<file path="config.mk">
export PLATFORM = sky130hd
export DESIGN_NAME = rr_grant_sched_flat
export DESIGN_NICKNAME = d
export VERILOG_FILES = /design/src/rtl/rr_grant_sched_if.sv /design/src/rtl/rr_grant_sched.sv /design/src/flat_wrapper.sv
export SDC_FILE = /design/constraint.sdc
export NUM_CORES = 1
export LEC_CHECK = 0
export CAP_MARGIN = 5
export CORE_ASPECT_RATIO = 1.4
export CORE_MARGIN = 2
export CORE_UTILIZATION = 45
export CTS_CLUSTER_DIAMETER = 50
export DETAILED_ROUTE_END_ITERATION = 6
export PLACE_DENSITY = 0.65
export SLEW_MARGIN = 40
export SYNTH_ARGS = -nofsm -noshare
export SYNTH_HDL_FRONTEND = slang
export SYNTH_SLANG_ARGS = --single-unit
</file>
<file path="constraint.sdc">
create_clock -name clk_i -period 2.7 [get_ports clk_i]
set_clock_uncertainty 0.1 [all_clocks]
set_input_delay 0.81 -clock clk_i [delete_from_list [all_inputs] [get_ports clk_i]]
set_output_delay 0.81 -clock clk_i [all_outputs]
set_load 0.005 [all_outputs]
</file>
<file path="src/rtl/rr_grant_sched_if.sv">
// Request/grant bundle between the requesters and the round-robin scheduler.
// The master side drives requests and the release strobe; the slave side is the scheduler.
interface rr_grant_sched_if #(
    parameter int NUM_REQ = 4
);
    localparam int IW = $clog2(NUM_REQ);

    logic [NUM_REQ-1:0] req_i;
    logic               done_i;
    logic [IW-1:0]      gnt_idx_o;
    logic               gnt_valid_o;
    logic [NUM_REQ-1:0] gnt_o;
    logic               timeout_o;

    modport master (
        output req_i,
        output done_i,
        input  gnt_idx_o,
        input  gnt_valid_o,
        input  gnt_o,
        input  timeout_o
    );

    modport slave (
        input  req_i,
        input  done_i,
        output gnt_idx_o,
        output gnt_valid_o,
        output gnt_o,
        output timeout_o
    );
endinterface

</file>
<file path="src/rtl/rr_grant_sched.sv">
// Round-robin scheduler for one shared resource: registered binary grant plus one-hot
// decode, held until the owner releases or the hold watchdog fires, then priority rotates.
module rr_grant_sched #(
    parameter int NUM_REQ  = 4,
    parameter int MAX_HOLD = 16
) (
    input  logic              clk_i,
    input  logic              arst_ni,
    rr_grant_sched_if.slave   bus
);
    localparam int          IW        = $clog2(NUM_REQ);
    localparam logic        WDOG_EN   = (MAX_HOLD != 0) ? 1'b1 : 1'b0;
    localparam logic [15:0] HOLD_LAST = (MAX_HOLD != 0) ? 16'(MAX_HOLD - 1) : 16'd0;

    typedef enum logic [1:0] {
        ST_IDLE  = 2'd0,
        ST_GRANT = 2'd1,
        ST_GAP   = 2'd2
    } state_t;

    state_t             state_r,     state_s;
    logic [IW-1:0]      ptr_r,       ptr_s;
    logic [15:0]        hold_r,      hold_s;
    logic [IW-1:0]      gnt_idx_r,   gnt_idx_s;
    logic               gnt_valid_r, gnt_valid_s;
    logic               timeout_r,   timeout_s;
    logic [IW-1:0]      cand_s;
    logic [IW-1:0]      win_idx_s;
    logic               win_found_s;
    logic               owner_rel_s;
    logic               wdog_s;
    logic [NUM_REQ-1:0] gnt_s;

    // Rotating search: first asserted request at or after the pointer, wrapping around.
    always_comb begin
        win_found_s = 1'b0;
        win_idx_s   = {IW{1'b0}};
        cand_s      = {IW{1'b0}};
        for (int k = 0; k < NUM_REQ; k++) begin
            cand_s = ptr_r + IW'(k);
            if (!win_found_s && bus.req_i[cand_s]) begin
                win_found_s = 1'b1;
                win_idx_s   = cand_s;
            end else begin
                win_found_s = win_found_s;
            end
        end
    end

    // Owner release has priority over the watchdog, so a simultaneous done never reports a timeout.
    always_comb begin
        owner_rel_s = (!bus.req_i[gnt_idx_r]) || bus.done_i;
        wdog_s      = WDOG_EN && (hold_r == HOLD_LAST);
    end

    // Next-state and next-output logic of the IDLE/GRANT/GAP controller.
    always_comb begin
        state_s     = state_r;
        ptr_s       = ptr_r;
        hold_s      = hold_r;
        gnt_idx_s   = gnt_idx_r;
        gnt_valid_s = gnt_valid_r;
        timeout_s   = 1'b0;
        case (state_r)
            ST_IDLE: begin
                if (win_found_s) begin
                    gnt_idx_s   = win_idx_s;
                    gnt_valid_s = 1'b1;
                    hold_s      = 16'd0;
                    state_s     = ST_GRANT;
                end else begin
                    gnt_valid_s = 1'b0;
                end
            end
            ST_GRANT: begin
                if (owner_rel_s || wdog_s) begin
                    gnt_valid_s = 1'b0;
                    ptr_s       = gnt_idx_r + IW'(1);
                    timeout_s   = !owner_rel_s;
                    state_s     = ST_GAP;
                end else if (hold_r != 16'hFFFF) begin
                    hold_s = hold_r + 16'd1;
                end else begin
                    hold_s = hold_r;
                end
            end
            ST_GAP: begin
                gnt_valid_s = 1'b0;
                state_s     = ST_IDLE;
            end
            default: begin
                gnt_valid_s = 1'b0;
                state_s     = ST_IDLE;
            end
        endcase
    end

    // State and registered outputs; reset drops any grant immediately.
    always_ff @(posedge clk_i or negedge arst_ni) begin
        if (!arst_ni) begin
            state_r     <= ST_IDLE;
            ptr_r       <= {IW{1'b0}};
            hold_r      <= 16'd0;
            gnt_idx_r   <= {IW{1'b0}};
            gnt_valid_r <= 1'b0;
            timeout_r   <= 1'b0;
        end else begin
            state_r     <= state_s;
            ptr_r       <= ptr_s;
            hold_r      <= hold_s;
            gnt_idx_r   <= gnt_idx_s;
            gnt_valid_r <= gnt_valid_s;
            timeout_r   <= timeout_s;
        end
    end

    // One-hot decode of the registered grant; all-zero whenever no grant is active.
    always_comb begin
        gnt_s = {NUM_REQ{1'b0}};
        if (gnt_valid_r) begin
            gnt_s[gnt_idx_r] = 1'b1;
        end else begin
            gnt_s = {NUM_REQ{1'b0}};
        end
    end

    assign bus.gnt_idx_o   = gnt_idx_r;
    assign bus.gnt_valid_o = gnt_valid_r;
    assign bus.gnt_o       = gnt_s;
    assign bus.timeout_o   = timeout_r;
endmodule

</file>
<file path="src/flat_wrapper.sv">
// flat-port wrapper written by rule: the top's interface ports become plain ports
module rr_grant_sched_flat 
#(
    parameter int NUM_REQ  = 4,
    parameter int MAX_HOLD = 16
)
  (clk_i, arst_ni, bus_req_i, bus_done_i, bus_gnt_idx_o, bus_gnt_valid_o, bus_gnt_o, bus_timeout_o);
  rr_grant_sched_if #(.NUM_REQ(NUM_REQ)) bus_i ();
  input  logic clk_i;
  input  logic arst_ni;
  input wire logic [$bits(bus_i.req_i)-1:0] bus_req_i;
  input wire logic [$bits(bus_i.done_i)-1:0] bus_done_i;
  output wire logic [$bits(bus_i.gnt_idx_o)-1:0] bus_gnt_idx_o;
  output wire logic [$bits(bus_i.gnt_valid_o)-1:0] bus_gnt_valid_o;
  output wire logic [$bits(bus_i.gnt_o)-1:0] bus_gnt_o;
  output wire logic [$bits(bus_i.timeout_o)-1:0] bus_timeout_o;
  assign bus_i.req_i = bus_req_i;
  assign bus_i.done_i = bus_done_i;
  assign bus_gnt_idx_o = bus_i.gnt_idx_o;
  assign bus_gnt_valid_o = bus_i.gnt_valid_o;
  assign bus_gnt_o = bus_i.gnt_o;
  assign bus_timeout_o = bus_i.timeout_o;
  rr_grant_sched #(.NUM_REQ(NUM_REQ), .MAX_HOLD(MAX_HOLD)) u_core (.clk_i(clk_i), .arst_ni(arst_ni), .bus(bus_i));
endmodule
</file>
### After elaboration in Yosys (flattened, before gate mapping)

Cells that the tools add are included.

* flip-flop bits (word level): 24
* logic and storage cells: 74

* add/subtract/negate cells: 5
* order comparisons: 6
* equal/unequal tests: 7
* muxes and demuxes: 33
* reduce and logical (&&, ||, !) cells: 17

Operators by type and width (count)
* $mux 16: 3
* $pmux 16 s2: 1
* $add 16x1->16 const B: 1
* $eq 16x4->1 const B: 1
* $ne 16x16->1 const B: 1
* $lt 2x3->1 const B: 5
* $mux 1: 14
* $mux 2: 6
* $bmux 1 s2: 5
* $ne 2x1->1 const B: 3
* $reduce_and 2->1: 3
* $logic_not 1->1: 5
* $add 2x1->2 const B: 2
* $add 2x2->2 const B: 2
* $logic_and 1x1->1: 4
* $mux 4: 1
* $pmux 2 s2: 1
* $reduce_and 4->1: 1
* $demux 1 s2: 1
* $eq 2x1->1 const B: 1
* $ge 2x1->1 const B: 1
* $logic_not 2->1: 1
* $logic_or 1x1->1: 2
* $ne 2x2->1 const B: 1
* other kinds (2): 2

### Logic depth before layout (Yosys ltp)

* word-level depth: 14
* depth in mapped cells: 8

### Worst setup path before layout

OpenSTA, ideal clock, no wires.

* path kind: in2reg
* from: input port bus_done_i
* to: register u_core.hold_r[5]
* setup time: 119 ps
* data arrival time: 2094 ps
* setup slack: 387 ps
* stages on the path: 5
* path buffers: 0
* path through: or2_2 > o22a_1 > or4_4 > a21oi_2 > o21ba_1

* word-level cells in the longest chain between the ends: 4

Ends and longest elaborated chain
* start, declared: RTL line flat_wrapper.sv:12 `input wire logic [$bits(bus_i.done_i)-1:0] bus_done_i;`
* $logic_or 1x1->1: RTL line rr_grant_sched.sv:52 `owner_rel_s = (!bus.req_i[gnt_idx_r]) || bus.done_i;`
* $logic_or 1x1->1: RTL line rr_grant_sched.sv:76 `if (owner_rel_s || wdog_s) begin`
* $ne 2x2->1 (no source line)
* $reduce_and 4->1 (no source line)
* end signal, assigned: RTL line rr_grant_sched.sv:110 `hold_r <= hold_s;`
* end, declared: RTL line rr_grant_sched.sv:23 `logic [15:0] hold_r, hold_s;`

Every way passes these cells.
A chain may end at the register's enable or synchronous reset.

### Worst setup path after layout

* from: register u_core.gnt_idx_r[0], in the netlist u_core.bus.gnt_idx_o[0]
* to: output port bus_gnt_o[0]

* word-level cells in the longest chain between the ends: 5
* elaborated cells between the ends (all ways): 6
* classes of those cells: order compare (2); mux (3); reduce/logical (1)

Ends and longest elaborated chain
* start, declared: RTL line rr_grant_sched.sv:24 `logic [IW-1:0] gnt_idx_r, gnt_idx_s;`
* start signal, assigned: RTL line rr_grant_sched.sv:104 `gnt_idx_r <= {IW{1'b0}};`
* start signal, assigned: RTL line rr_grant_sched.sv:111 `gnt_idx_r <= gnt_idx_s;`
* $lt 2x3->1 (not written as such) / $ge 2x1->1 (equally long branches): RTL line rr_grant_sched.sv:121 `gnt_s[gnt_idx_r] = 1'b1;`
* $logic_and 1x1->1 (not written as such): RTL line rr_grant_sched.sv:121
* $mux 1 (not written as such): RTL line rr_grant_sched.sv:121
* $demux 1 s2 (*)
* $mux 4 (*): RTL line rr_grant_sched.sv:120 `if (gnt_valid_r) begin`
* end, declared: RTL line flat_wrapper.sv:15 `output wire logic [$bits(bus_i.gnt_o)-1:0] bus_gnt_o;`

Mark *: on every way between the ends. The rest lies on a longest branch, timed or not.

==> metrics.md <==
| Metric | Value |
|---|---|
| Critical path class | `reg2out` |
| Ports | `15` |
| Busiest grt layer | `met2` |
| Final nets | `200` |
| CTS root buf | `clkbuf_8` |
| Via/cell ratio | `6.41` |
| Min Tclk post-route | `2.60 ns` |
| Vias | `1442` |
| Die H | `72.1 um` |
| Post-synth top area cell | `dfrtp_1` |
| Largest net degree at the start of global routing | `25` |
| Core area | `3150 um^2` |
| Initial antenna violation count | `0` |
| First-pass GRT wire length | `6470 um` |
| Worst reg2reg path depth | `6` |
| Synth area leaders | `dfrtp_1, ha_1, nand2_1` |
| Post-synthesis sequential area ratio | `40.3%` |
| Hold EP | `u_core.hold_r[13]$_DFFE_PN0P_` |
| EDFF count, synth | `0` |
| Final Max Slew Viols | `0` |
| Total gr overflow | `0` |
| Min-delay src | `u_core.hold_r[13]$_DFFE_PN0P_` |
| CTS sink cnt | `24` |
| Pwr Total | `1.32 mW` |
| Max rail drop VDD | `0.332 mV` |
| RSZ-0062 raised after global routing | `false` |
| Iteration-0 DRC Markers | `55` |
| Synth Instances | `164` |
| Setup-failing EPs final | `0` |
| Max-cap violations | `0` |
| Required time worst endpoint | `1.79 ns` |
| Routed wire length | `3730 um` |
| CTS buffer count | `3` |
| Crit-path max FO | `8` |
| DR WL/cell | `16.6 um` |
| Hold crit path type | `reg2reg` |
| Mapped Nets | `176` |
| Standard-cell rows | `24` |
| Library cells used by synthesis | `45` |
| Post-CTS Hold Buffers | `0` |
| Syn Area/Cell | `9.09 um^2` |
| CTS tree | `done` |
| H-Tree Level Count | `1` |
| Max Clock Freq | `0.385 GHz` |
| FF-to-FF End | `u_core.ptr_r[1]$_DFFE_PN0P_` |
| Flop-to-flop setup slack | `0.35 ns` |
| Crit. End Element | `output pin` |
| Synth top cells by count | `dfrtp_1, nand2_1, nand3_1, o21ai_0, nor2_1` |
| Post-DP HPWL | `2800 um` |
| RePlAce Congestion | `0.891` |
| Area Overhead vs Synth | `19.0%` |
| Outcome | `finished clean` |
| Antenna cells | `0` |
| CTS clock-pin slew for the worst setup and hold paths | `0.08 ns` |
| Worst Max-Slew Pin Slew | `0.468 ns` |
| Die Area | `3800 um^2` |
| GRT Util Overall | `22.4%` |
| Clk buf depth | `2` |
| Vias in the first global route | `1404` |
| Most frequent cell after synthesis | `dfrtp_1` |
| Grt met2 use | `39.6%` |
| Final worst-path cycle share | `96.3%` |
| Pwr/cell area | `746 nW/um^2` |
| DRT antenna net count | `0` |
| Synth Cell Area | `1490 um^2` |
| R2r startpoint | `u_core.hold_r[0]$_DFFE_PN0P_` |
| Yosys reg bits | `24` |
| Yosys warns | `0` |
| Slew headroom | `68.5%` |
| Hold depth | `1` |
| Port Buffer Count | `14` |
| Post-CTS sizing | `0` |
| Final hold violations | `0` |
| First-pass DRT Iterations | `4` |
| Clock Latency Late Sink | `0.26 ns` |
| Fraction of layout instances using a drive strength above 1 | `10.8%` |
| Static leakage | `0.778 nW` |
| GR Util met1 | `28.2%` |
| Top-area cell type share of the netlist area | `40.3%` |
| Crit path DAT | `1.69 ns` |
| Layout Cell Area excl Fill | `1770 um^2` |
| Async SR Flop Fraction | `100%` |
| Initial Utilization | `47.3%` |
| DRC | `0` |
| Main synth FF type | `dfrtp_1` |
| Post-placement cell area | `1730 um^2` |
| Startpoint types | `register` |
| Met3 usage | `2.67%` |
| Postcts setup bufs | `0` |
| Die W | `52.7 um` |
cell families after synthesis:
family | Yosys count | share of synthesized area [%]
adders and majority gates | 5 | 4.19
DFF | 24 | 40.3
AOI/OAI and AO/OA | 49 | 22.8
and+or+nand+nor | 71 | 26.3
buffers and inverters | 10 | 3.02
muxes | 5 | 3.44
layout make-up:
cell class	count	area, um^2
Multi-Input combinational cell	130	846
Timing Repair Buffer	25	223
Tap cell	39	48.8
Fill cell	298	1380
Inverter	4	15.0
Sequential cell	24	601
Clock buffer	3	41.3
routing by layer:
metal  up-vias  wire (um)
met2        60       1970
li1        666          -
met1       704       1470
met5         -          0
met4         0         76
met3        12        203
where the power goes:
| group | total [mW] | switching [mW] | internal (mW) |
|---|---|---|---|
| Combinational | 0.583 | 0.304 | 0.280 |
| Clock | 0.204 | 0.105 | 0.0995 |
| Sequential | 0.536 | 0.116 | 0.420 |
| Total | 1.32 | 0.525 | 0.799 |
cells in the final DEF, fill, tap and decap left out, types with 6 or more instances in the layout:
master and n:
nor2_1 9, dfrtp_1 24, and3_1 6, a21oi_1 7
buf_4 11, and2_1 6, nand2_1 15, nand3_1 10
a31oi_1 8, clkdlybuf4s50_1 14, o21ai_0 10
critical path, stage by stage (launching register included):
cell             delay [ns]
dfrtp_1                0.54
inv_1                  0.11
ha_1                   0.20
and2_1                 0.15
clkdlybuf4s50_1        0.43
metrics by stage:
| step | instances | setup WS (ns) | TNS (ns) | util (%) | hold WS (ns) |
|---|---|---|---|---|---|
| final | 225 | 0.0993 | 0 | 56.3 | 0.434 |
| after global routing | 225 | 0.0163 | 0 | 56.3 | 0.487 |
| after CTS | 225 | 0.0866 | 0 | 56.3 | 0.425 |
| after detailed placement | 222 | -0.0975 | -0.122 | 55.0 | 0.414 |
| after global placement | 222 | -0.0651 | -0.0651 | 55.0 | 0.409 |
| after floorplan | 164 | 0.387 | 0 | - | 0.369 |
sequential cells by signal, indices dropped and copies added, names as in the netlist:
signal	count
u_core.hold_r	16
u_core.bus.gnt_idx_o	2
u_core.ptr_r	2
u_core.state_r	2
u_core.bus.gnt_valid_o	1
u_core.bus.timeout_o	1
worst max path at each step:
stage | from | to | slack [ns] | depth (start not counted)
2_1_floorplan | bus_done_i | u_core.hold_r[5]$_DFFE_PN0P_ | 0.39 | 5
5_1_grt | u_core.bus.gnt_idx_o[0]$_DFFE_PN0P_ | bus_gnt_o[2] | 0.02 | 4
3_5_place_dp | bus_done_i | u_core.hold_r[5]$_DFFE_PN0P_ | -0.1 | 6
6_report | u_core.bus.gnt_idx_o[0]$_DFFE_PN0P_ | bus_gnt_o[0] | 0.1 | 4
4_1_cts | u_core.bus.gnt_idx_o[0]$_DFFE_PN0P_ | bus_gnt_o[0] | 0.09 | 4
3_3_place_gp | bus_done_i | u_core.hold_r[5]$_DFFE_PN0P_ | -0.07 | 6
Power figures use the tool's default switching activity.
